===== src/rtl/af4_ipoh_gnt8_pkg.sv =====
// Shared constants and state encoding for the af4_ipoh_gnt8 grant controller.
package af4_ipoh_gnt8_pkg;

  localparam int unsigned NREQ = 8;
  localparam int unsigned IDXW = 3;

  typedef enum logic {
    ST_IDLE  = 1'b0,
    ST_GRANT = 1'b1
  } state_t;

endpackage


===== src/rtl/af4_ipoh_dec8.sv =====
// 3-to-8 one-hot decoder with enable; all-zero output when disabled.
module af4_ipoh_dec8
  import af4_ipoh_gnt8_pkg::*;
(
  input  logic            en,
  input  logic [IDXW-1:0] idx,
  output logic [NREQ-1:0] onehot_c
);

  assign onehot_c = en ? (NREQ'(1) << idx) : '0;

endmodule


===== src/rtl/af4_ipoh_gnt8.sv =====
// Grant-side controller for the 8-way priority vote: registered one-hot grant with round-robin rotation.
// Optional request masking is enabled by defining AF4_IPOH_GNT8_MASK_EN.
module af4_ipoh_gnt8
  import af4_ipoh_gnt8_pkg::*;
#(
  parameter int unsigned MAXHOLD = 255,
  parameter int unsigned CNTW    = 8
) (
  input  logic            clk,
  input  logic            rst,
  input  logic [NREQ-1:0] reqin,
`ifdef AF4_IPOH_GNT8_MASK_EN
  input  logic [NREQ-1:0] reqmsk,
`endif
  input  logic            gntdone,
  output logic [NREQ-1:0] vote_req,
  output logic [IDXW-1:0] vote_prior,
  input  logic [IDXW-1:0] vote_win,
  input  logic            vote_winval,
  output logic [NREQ-1:0] gnt,
  output logic            gntval,
  output logic [IDXW-1:0] gntid,
  output logic            timeout
);

  localparam logic [CNTW-1:0] CNT_LAST = CNTW'(MAXHOLD - 1);

  state_t          state, state_nxt;
  logic [CNTW-1:0] cnt, cnt_nxt;
  logic [IDXW-1:0] gntid_nxt, prior_nxt;
  logic            gntval_nxt, timeout_nxt;
  logic [NREQ-1:0] gnt_nxt_c;
  logic            own_req_c, expire_c, release_c;

  // Masked requests feed the vote and also decide implicit release.
`ifdef AF4_IPOH_GNT8_MASK_EN
  assign vote_req = reqin & ~reqmsk;
`else
  assign vote_req = reqin;
`endif

  assign own_req_c = vote_req[gntid];
  assign expire_c  = (cnt == CNT_LAST);
  assign release_c = gntdone || !own_req_c || expire_c;

  // Next-state and next-output logic.
  always_comb begin
    state_nxt   = state;
    cnt_nxt     = cnt;
    gntid_nxt   = gntid;
    prior_nxt   = vote_prior;
    gntval_nxt  = 1'b0;
    timeout_nxt = 1'b0;
    case (state)
      ST_IDLE: begin
        cnt_nxt = '0;
        if (vote_winval) begin
          state_nxt  = ST_GRANT;
          gntid_nxt  = vote_win;
          gntval_nxt = 1'b1;
        end
      end
      ST_GRANT: begin
        if (release_c) begin
          state_nxt   = ST_IDLE;
          prior_nxt   = gntid + IDXW'(1);
          timeout_nxt = expire_c && !gntdone && own_req_c;
        end else begin
          gntval_nxt = 1'b1;
          if (!expire_c) cnt_nxt = cnt + CNTW'(1);
        end
      end
      default: state_nxt = ST_IDLE;
    endcase
  end

  af4_ipoh_dec8 u_dec (
    .en       (gntval_nxt),
    .idx      (gntid_nxt),
    .onehot_c (gnt_nxt_c)
  );

  // State and output registers.
  always_ff @(posedge clk) begin
    if (rst) begin
      state      <= ST_IDLE;
      cnt        <= '0;
      gntid      <= '0;
      vote_prior <= '0;
      gnt        <= '0;
      gntval     <= 1'b0;
      timeout    <= 1'b0;
    end else begin
      state      <= state_nxt;
      cnt        <= cnt_nxt;
      gntid      <= gntid_nxt;
      vote_prior <= prior_nxt;
      gnt        <= gnt_nxt_c;
      gntval     <= gntval_nxt;
      timeout    <= timeout_nxt;
    end
  end

endmodule


===== config.mk =====
export PLATFORM = sky130hd
export DESIGN_NAME = af4_ipoh_gnt8
export DESIGN_NICKNAME = d
export VERILOG_FILES = /design/src/rtl/af4_ipoh_gnt8_pkg.sv /design/src/rtl/af4_ipoh_dec8.sv /design/src/rtl/af4_ipoh_gnt8.sv
export SDC_FILE = /design/constraint.sdc
export NUM_CORES = 1
export LEC_CHECK = 0
export ABC_AREA = 1
export CORE_ASPECT_RATIO = 1.5
export CORE_MARGIN = 3
export CORE_UTILIZATION = 47
export CTS_BUF_LIST = sky130_fd_sc_hd__clkbuf_4 sky130_fd_sc_hd__clkbuf_8
export DETAILED_ROUTE_END_ITERATION = 12
export PLACE_DENSITY_LB_ADDON = 0.3
export SLEW_MARGIN = 25
export SYNTH_ARGS = -nofsm -noshare
export SYNTH_HDL_FRONTEND = slang
export SYNTH_SLANG_ARGS = --single-unit

===== constraint.sdc =====
create_clock -name clk -period 1.8 [get_ports clk]
set_clock_uncertainty 0.15 [all_clocks]
set_input_delay 0.36 -clock clk [delete_from_list [all_inputs] [get_ports clk]]
set_output_delay 0.36 -clock clk [all_outputs]
set_load 0.02 [all_outputs]

==> flow_metrics.tcl, run 1 <==
set metrics [dict create \
    outcome "complete, no violations" \
    port_buffers 38 \
    layout.cell_area.non_filler_um2 1710 \
    worst_path_largest_cell_delay_ps 590 \
    slew_violations 0 \
    viasPerCell 5.16 \
    ant_nets 0 \
    effective_utilization_at_floorplan_pct 49.8 \
    postSynthRegisterBits 24 \
    holdWs_ps 372 \
    finalCoreUtilization_pct 69.2 \
    nFillCells 214 \
    destination_of_the_worst_register_to_register_timing_path "cnt[6]" \
    max-slew-margin-rel_pct 83.6 \
    wl_per_cell_um 13.0 \
    htreeDepth 1 \
    reg2reg_setup_slack_ps 170 \
    timing.setup.tns_ps 0 \
    antenna_found_initial 0 \
    dpl_cell_area_um2 1650 \
    post_cts_clock_slew_at_the_launch_and_capture_registers_of_the_worst_setup_and_hold_paths_ps 140 \
    avgSynthCellArea_um2 7.02 \
    worst-path-buf-inv 1 \
    final_layout_size_suffix_gt1_share_pct 11.4 \
    timing.final.crit_share_pct 97.9 \
    cts-root-buf "sky130_fd_sc_hd__clkbuf_4" \
    areaGrowthSynthToFinish_pct 38.8 \
    pin_count_of_the_biggest_net_entering_global_routing 15 \
    grt_first_pass_wirelength_um 5150 \
    crit_path_cell_trace "clkdlybuf4s50_1" \
    ios 39 \
    placement_rows 22 \
    final_wl_um 3170 \
    first_global_vias 1242 \
    chipHeight_um 68.8 \
    n_antenna_cell 0 \
    overflow 0 \
    cts.sink_count 24 \
    cp_num_cells 1 \
    r2r_cells 7 \
    cp_slowest_cell "sky130_fd_sc_hd__clkdlybuf4s50_1" \
    cts_tree "built" \
    hp-class "reg2reg" \
    post_cts_hold_buffer_count 0 \
    layout.cells.most_common_list "38 x sky130_fd_sc_hd__nand2_1, 26 x sky130_fd_sc_hd__inv_1, 22 x sky130_fd_sc_hd__dfxtp_1" \
    dr.pass1.iters 4 \
    die_w_um 47.9 \
    ys_warn_count 0 \
    syn_area_um2 1230 \
    maximum_count_of_clock_buffers_along_a_single_path 2 \
    power.density_cell_area_nw_per_um2 721 \
    critical_path.max_fanout 1 \
    final_nets 238 \
    element_type_at_the_critical_path_start "register" \
    fmax_ghz 0.567 \
    critical_path.top_delay_family "buffers and inverters" \
    layout.cells.most_common "sky130_fd_sc_hd__nand2_1" \
    via_count 1254 \
    power_mw 1.24 \
    number_of_distinct_library_cells_after_synthesis 23 \
    drt_drc_violations_left 0 \
    fin_cells 243 \
    report.final.setup_viol 0 \
    timing_worst_setup_path_type "reg2out" \
    ir_worst_vdd_mv 0.668 \
    final_hold_viol_count 0 \
    whs_endpoint "vote_prior[0]" \
    detail_route.iter0.violations 33 \
    r2r_start "cnt[5]" \
    drv_cap 0 \
    hold_path_cells 2 \
    fp.dieArea_um2 3290 \
    grt_usage_pct 21.6 \
    critical_path_arrival_ps 1250 \
    ys_seq_area_share_pct 38.9 \
    period_needed_ps 1760 \
    synth_fp_nets 194 \
    postLayoutSetupSlackWorst_ps 36.9 \
    cts_made_buffers 3 \
    hold_path.startpoint "vote_prior[0]" \
    dp_worst_setup_slack_ps -226 \
    core-area_um2 2480 \
    worstSetupEndpointType "output pin" \
    cp.required_ps 1290 \
    synthesis.instances 176 \
    total_leakage_power_nw 0.948 \
    worst_pin_slew_ps 244 \
    gp_congestion 0.817 \
    dp_hpwl_um 2510 \
    placed_cells_incl_taps 238 \
    worstSkewPairLatency_ps 330 \
]
## kinds of logic after synthesis
group                      synth area share, %
DFF                                       38.9
AOI/OAI and AO/OA                         5.67
xor gates and xnor gates                  4.26
adders and majority gates                 3.04
buffers and inverters                     15.4
and+or+nand+nor                           32.7
## layout make-up
class / count / area, um^2 / area share [%]
clock buffers: 3 / 22.5 / 1.31
repair buffers: 52 / 483 / 28.2
clock inverters: 1 / 30.0 / 1.75
multi-input cells: 112 / 564 / 32.9
inverters: 27 / 101 / 5.91
flip-flops and latches: 24 / 483 / 28.2
well taps: 24 / 30.0 / 1.75
## what timing repair did
item	CTS	global route
resized for setup	17	8
setup buffers	0	1
pin swaps	0	1
endpoints found under the hold margin	0	0
gates cloned	0	0
endpoints found under the setup margin	16	13
## metal layers
layer	up-vias	track usage (%)	part of all wire [%]
met2	30	42.2	59
met5	-	0	0
met3	2	5.97	5.2
met1	593	20.3	35
met4	0	6.40	0.73
li1	629	-	-
## where the power goes
| group | switching (mW) | internal, mW |
|---|---|---|
| combinational | 0.154 | 0.115 |
| clock | 0.177 | 0.225 |
| sequential | 0.0143 | 0.551 |
## cell usage after synthesis (all sizes together)
cell | n | area (um^2)
buf | 12 | 85.1
xnor2 | 2 | 17.5
a21oi | 10 | 50.1
nand2 | 40 | 160
nor4 | 1 | 6.26
o21ai | 4 | 20.0
nand3 | 17 | 90.1
ha | 3 | 37.5
nor2 | 22 | 90.1
xor2 | 4 | 35.0
clkbuf | 1 | 3.75
nand4 | 8 | 50.1
dfxtp | 24 | 480
inv | 27 | 101
nand3b | 1 | 7.51
## sequential cells by signal (all words and copies together), names as in the netlist
| register | cells |
|---|---|
| cnt | 8 |
| gnt | 8 |
| gntid | 3 |
| state | 1 |
| timeout | 1 |
| vote_prior | 3 |
## worst register-to-register path: cells and delay by family (launching register included)
| family | cells | cell delay (ps) |
|---|---|---|
| buf+inv | 1 | 210 |
| flops | 1 | 430 |
| simple gates | 5 | 630 |
| compound gates | 1 | 150 |
## worst max-delay path by stage
stage	start	end	slack, ps
after floorplan	gntid[0]	vote_prior[0]	60
after global placement	reqin[1]	vote_req[1]	-150
after detailed placement	reqin[7]	cnt[6]	-230
after CTS	gnt[1]	gnt[1]	8
after global routing	cnt[5]	vote_prior[0]	-6
final	timeout	timeout	40
(Power assumes the default switching activity.)
==> run 2: changes to the inputs <==
--- a/config.mk
+++ b/config.mk
@@ -11,5 +11,7 @@
 export CORE_UTILIZATION = 47
 export CTS_BUF_LIST = sky130_fd_sc_hd__clkbuf_4 sky130_fd_sc_hd__clkbuf_8
+export CTS_CLUSTER_SIZE = 12
 export DETAILED_ROUTE_END_ITERATION = 12
+export GPL_ROUTABILITY_DRIVEN = 0
 export PLACE_DENSITY_LB_ADDON = 0.3
 export SLEW_MARGIN = 25
==> constraint.sdc (replaced) <==
create_clock -name clk -period 1.8 [get_ports clk]
set_clock_uncertainty 0.15 [all_clocks]
set_input_delay 0.18 -clock clk [delete_from_list [all_inputs] [get_ports clk]]
set_output_delay 0.18 -clock clk [all_outputs]
set_load 0.02 [all_outputs]
==> run 2 against run 1 <==
- combinational power is 2% lower
- clock-buffer cell count did not move
- die area stayed put
- sequential power about the same
- clock power down 3%
- global-route usage decreased by 1.5 points
- largest power group unchanged
==> flow_metrics.tcl, run 2 (synthesis results as in run 1) <==
set metrics [dict create \
    worstSkewPairLatency_ps 320 \
    placement_rows 22 \
    reg2reg_setup_slack_ps 140 \
    detail_route.iter0.violations 34 \
    wl_per_cell_um 12.1 \
    reg.largest.list "cnt: 8 flops, gnt: 8 flops" \
    max-slew-margin-rel_pct 80.3 \
    via_count 1195 \
    fin_cells 236 \
    viasPerCell 5.06 \
    overflow 0 \
    cp_slowest_cell "sky130_fd_sc_hd__clkdlybuf4s50_1" \
    dp_hpwl_um 2320 \
    critical_path.max_fanout 3 \
    cts_made_buffers 3 \
    cts.sink_count 24 \
    postLayoutSetupSlackWorst_ps 139 \
    element_type_at_the_critical_path_start "register" \
    worst_path_largest_cell_delay_ps 620 \
    grt_first_pass_wirelength_um 4860 \
    chipHeight_um 68.8 \
    first_global_vias 1200 \
    maximum_count_of_clock_buffers_along_a_single_path 2 \
    timing_worst_setup_path_type "reg2out" \
    ir_worst_vdd_mv 0.528 \
    outcome "complete, no violations" \
    report.final.setup_viol 0 \
    cts_tree "built" \
    cts-root-buf "sky130_fd_sc_hd__clkbuf_4" \
    drv_cap 0 \
    dr.pass1.iters 4 \
    timing.setup.tns_ps 0 \
    layout.cells.most_common_list "38 x sky130_fd_sc_hd__nand2_1, 35 x sky130_fd_sc_hd__clkdlybuf4s50_1, 26 x sky130_fd_sc_hd__inv_1" \
    ant_nets 0 \
    worstSetupEndpointType "output pin" \
    post_cts_clock_slew_at_the_launch_and_capture_registers_of_the_worst_setup_and_hold_paths_ps 130 \
    core-area_um2 2480 \
    layout.cells.most_common "sky130_fd_sc_hd__nand2_1" \
    final_hold_viol_count 0 \
    hp-class "reg2reg" \
    power.density_cell_area_nw_per_um2 731 \
    grt_usage_pct 20.1 \
    critical_path_arrival_ps 1330 \
    pin_count_of_the_biggest_net_entering_global_routing 20 \
    effective_utilization_at_floorplan_pct 49.8 \
    final_nets 231 \
    cts_post_setup_buffers_inserted 0 \
    drt_drc_violations_left 0 \
    port_buffers 38 \
    n_antenna_cell 0 \
    dp_worst_setup_slack_ps -19.7 \
    power_mw 1.22 \
    holdWs_ps 357 \
    total_leakage_power_nw 0.777 \
    crit_path_cell_trace "clkdlybuf4s50_1" \
    areaGrowthSynthToFinish_pct 35.2 \
    fp.dieArea_um2 3290 \
    slew_violations 0 \
    fmax_ghz 0.602 \
    antenna_found_initial 0 \
    cp.required_ps 1470 \
    final_layout_size_suffix_gt1_share_pct 8.02 \
    period_needed_ps 1660 \
    worst_pin_slew_ps 294 \
    die_w_um 47.9 \
    worst-path-buf-inv 1 \
    rsz0062_at_grt "false" \
    htreeDepth 1 \
    ios 39 \
    final_wl_um 2850 \
    critical_path.top_delay_family "buffers and inverters" \
    timing.final.crit_share_pct 92.3 \
    placed_cells_incl_taps 232 \
]
## run 2: cell count changes in the layout (fill, tap and decap cells not counted), sizes merged
cell	change
clkdlybuf4s50	+20
dlygate4sd2	-15
buf	-7
dlymetal6s2s	-5
## run 2: worst paths after layout
kind	cells after the start	start	end
setup / recovery	1	state	gntval
hold / removal	2	vote_prior[0]	vote_prior[0]
setup reg to reg	9	cnt[3]	vote_prior[2]
hold reg to reg	2	vote_prior[0]	vote_prior[0]
## run 2: worst min-delay path: stages (launching register included)
cell	delay, ps
sky130_fd_sc_hd__dfxtp_1	360
sky130_fd_sc_hd__a21oi_1	40
sky130_fd_sc_hd__nor2_1	80
## run 2: area by class of cell
type                            count  area [um^2]
Fill cell                         219          808
Multi-Input combinational cell    112          564
Sequential cell                    24          484
Timing Repair Buffer               45          437
Inverter                           27          101
Clock inverter                      1         30.0
Tap cell                           24         30.0
Clock buffer                        3         22.5
## run 2: metal layers
metal	track usage, %	vias up	share of wire (%)	wire, um
met4	8.75	0	2.3	66
met2	35.8	30	54	1540
met5	0	-	0	0
met1	20.6	545	39	1100
li1	-	612	-	-
met3	5.97	8	5.0	143
## run 2: power by group
group	internal (mW)	leakage [nW]	switching, mW
clock network	0.225	0.0279	0.165
registers	0.550	0.196	0.0168
logic	0.120	0.553	0.144
total	0.895	0.777	0.326
## run 2: timing repair
| item | 4_1_cts | 5_1_grt |
|---|---|---|
| hold buffers | 0 | 0 |
| endpoints found under the setup margin | 1 | 20 |
| gates resized for setup | 1 | 4 |
## run 2: metrics by stage
stage / instance area, um^2 / utilization [%]
global placement: 1610 / 64.9
CTS: 1660 / 67.0
finish: 1670 / 67.4
global route: 1670 / 67.4
floorplan: 1230 / -
detailed placement: 1610 / 64.9
==> edit (config.mk and constraints of run 2) <==
Reset style: asynchronous (`rst`), changed in one clocked block.
--- a/src/rtl/af4_ipoh_gnt8.sv
+++ b/src/rtl/af4_ipoh_gnt8.sv
@@ -82,5 +82,5 @@
 
   // State and output registers.
-  always_ff @(posedge clk) begin
+  always_ff @(posedge clk or posedge rst) begin
     if (rst) begin
       state      <= ST_IDLE;
Check against the original RTL: differs if rst is asserted again (counterexample within 4 cycles, from zero or initial values and one cycle with rst high); with rst held inactive, the same outputs for 10 cycles.
==> edit against run 2 <==
- routed wire length is 3.6% higher
- die area is 7.4% higher
- worst setup slack worse by 19 ps
- sequential share of layout area is 5.2 points higher
- sequential cell count stayed put
- final area is 5.5% higher
- area after synthesis is 8.3% higher
- register-to-register slack better by 40 ps
Power is not compared: it rests on default switching activity, and its combinational part moved more than twofold at a synthesized area within 25%.
==> edit: results <==
{
  "status": "finished clean",
  "numCtsBuffers": 3,
  "drive_gt1_share_pct": 10.6,
  "dp_hpwl_um": 2280,
  "layout.nets": 217,
  "wl_per_cell_um": 12.5,
  "cap_violations": 0,
  "post-place-cells": 231,
  "cp.arrival_ps": 1350,
  "syn_avg_cell_area_sq_um": 8.11,
  "crit_fanout": 5,
  "grt_usage_pct": 18.2,
  "async_flop_share_pct": 100,
  "syn_nets": 183,
  "grt_max_degree": 25,
  "yosys_warnings": 0,
  "grt_pass1_wl_um": 5090,
  "firstDrtPassIters": 5,
  "clkTransAtPathRegs_ps": 90,
  "regToRegSetupSlack_ps": 180,
  "drt_iter0_drc": 23,
  "reg2reg_depth": 10,
  "min_path_type": "input port to async pin",
  "cts-root-buf": "clkbuf_8",
  "leakage_nw": 0.869,
  "hold_viol": 0,
  "synth_ff_type": "dfrtp_1",
  "ys_seq_area_share_pct": 44.9,
  "slowest_delay_ps": 640,
  "clock_latency_ps": 270,
  "n_antenna_cell": 0,
  "ys_types": 19,
  "tightest_slew_ps": 302,
  "netlist_top_cells_count": "nand2_1 (49), dfrtp_1 (24), nand3_1 (19)",
  "placed_cell_area_sq_um": 1690,
  "synth.area.top_cells": "dfrtp_1 (45%), nand2_1 (14%), nand3_1 (7.1%), buf_4 (5.1%), inv_1 (4.2%)",
  "grt_pass1_vias": 1145,
  "vias_per_cell": 4.74,
  "fin_cells": 235
}
==> edit: cells by family after synthesis <==
family,count (synthesis),share of synthesized area [%]
buf+inv,31,13.3
simple gates,89,29.5
compound gates,11,4.96
xor+xnor,7,4.58
flops,24,44.9
fa+ha+maj,3,2.81
==> edit: report_power, final <==
part	switching, mW	total (mW)	leakage, nW	internal (mW)
registers	0.0936	0.733	0.316	0.640
clock network	0.175	0.473	0.0357	0.297
logic	0.467	0.801	0.517	0.334
total	0.736	2.01	0.869	1.27
==> edit: path summary, 6_finish.rpt <==
check / start / end
max: gntid[1] / gntid[1]
min: rst / vote_prior[1]
max reg2reg: gntid[0] / cnt[3]
min reg2reg: vote_prior[2] / vote_prior[2]
max in group asynchronous: rst / gntid[0]
min in group clk: vote_prior[2] / vote_prior[2]
==> edit: area by class of cell <==
| class | instances | area, sq um |
|---|---|---|
| clock buffers | 3 | 41.3 |
| clock inverters | 1 | 30.0 |
| flip-flops and latches | 24 | 602 |
| fillers | 238 | 943 |
| well taps | 37 | 46.3 |
| multi-input cells | 110 | 559 |
| inverters | 18 | 72.6 |
| repair buffers | 42 | 410 |
==> edit: tightest hold or removal path: cells and delay by family <==
kind | cells | cell delay, ps
buffers and inverters | 3 | 740
==> edit: what timing repair did <==
| item | 4_1_cts | 5_1_grt |
|---|---|---|
| hold buffers | 0 | 0 |
| gates resized for setup | 0 | 1 |
| setup endpoints to repair | 0 | 6 |
==> edit: metal layers <==
layer,up-vias,track usage [%],wire [um]
met4,0,5.54,40
met5,-,0,0
met2,24,35.8,1690
li1,574,-,-
met3,5,2.70,97
met1,511,19.4,1120
==> edit: per-stage QoR <==
stage	setup slack, ps	util, %	power [mW]	hold WS, ps
6_report	120	65.1	2.01	95.5
5_1_grt	33.8	65.1	2.13	115
3_5_place_dp	30.2	62.4	1.54	314
3_3_place_gp	75.7	62.4	1.52	311
2_1_floorplan	222	-	1.27	44.6
4_1_cts	46.5	65.1	2.02	104
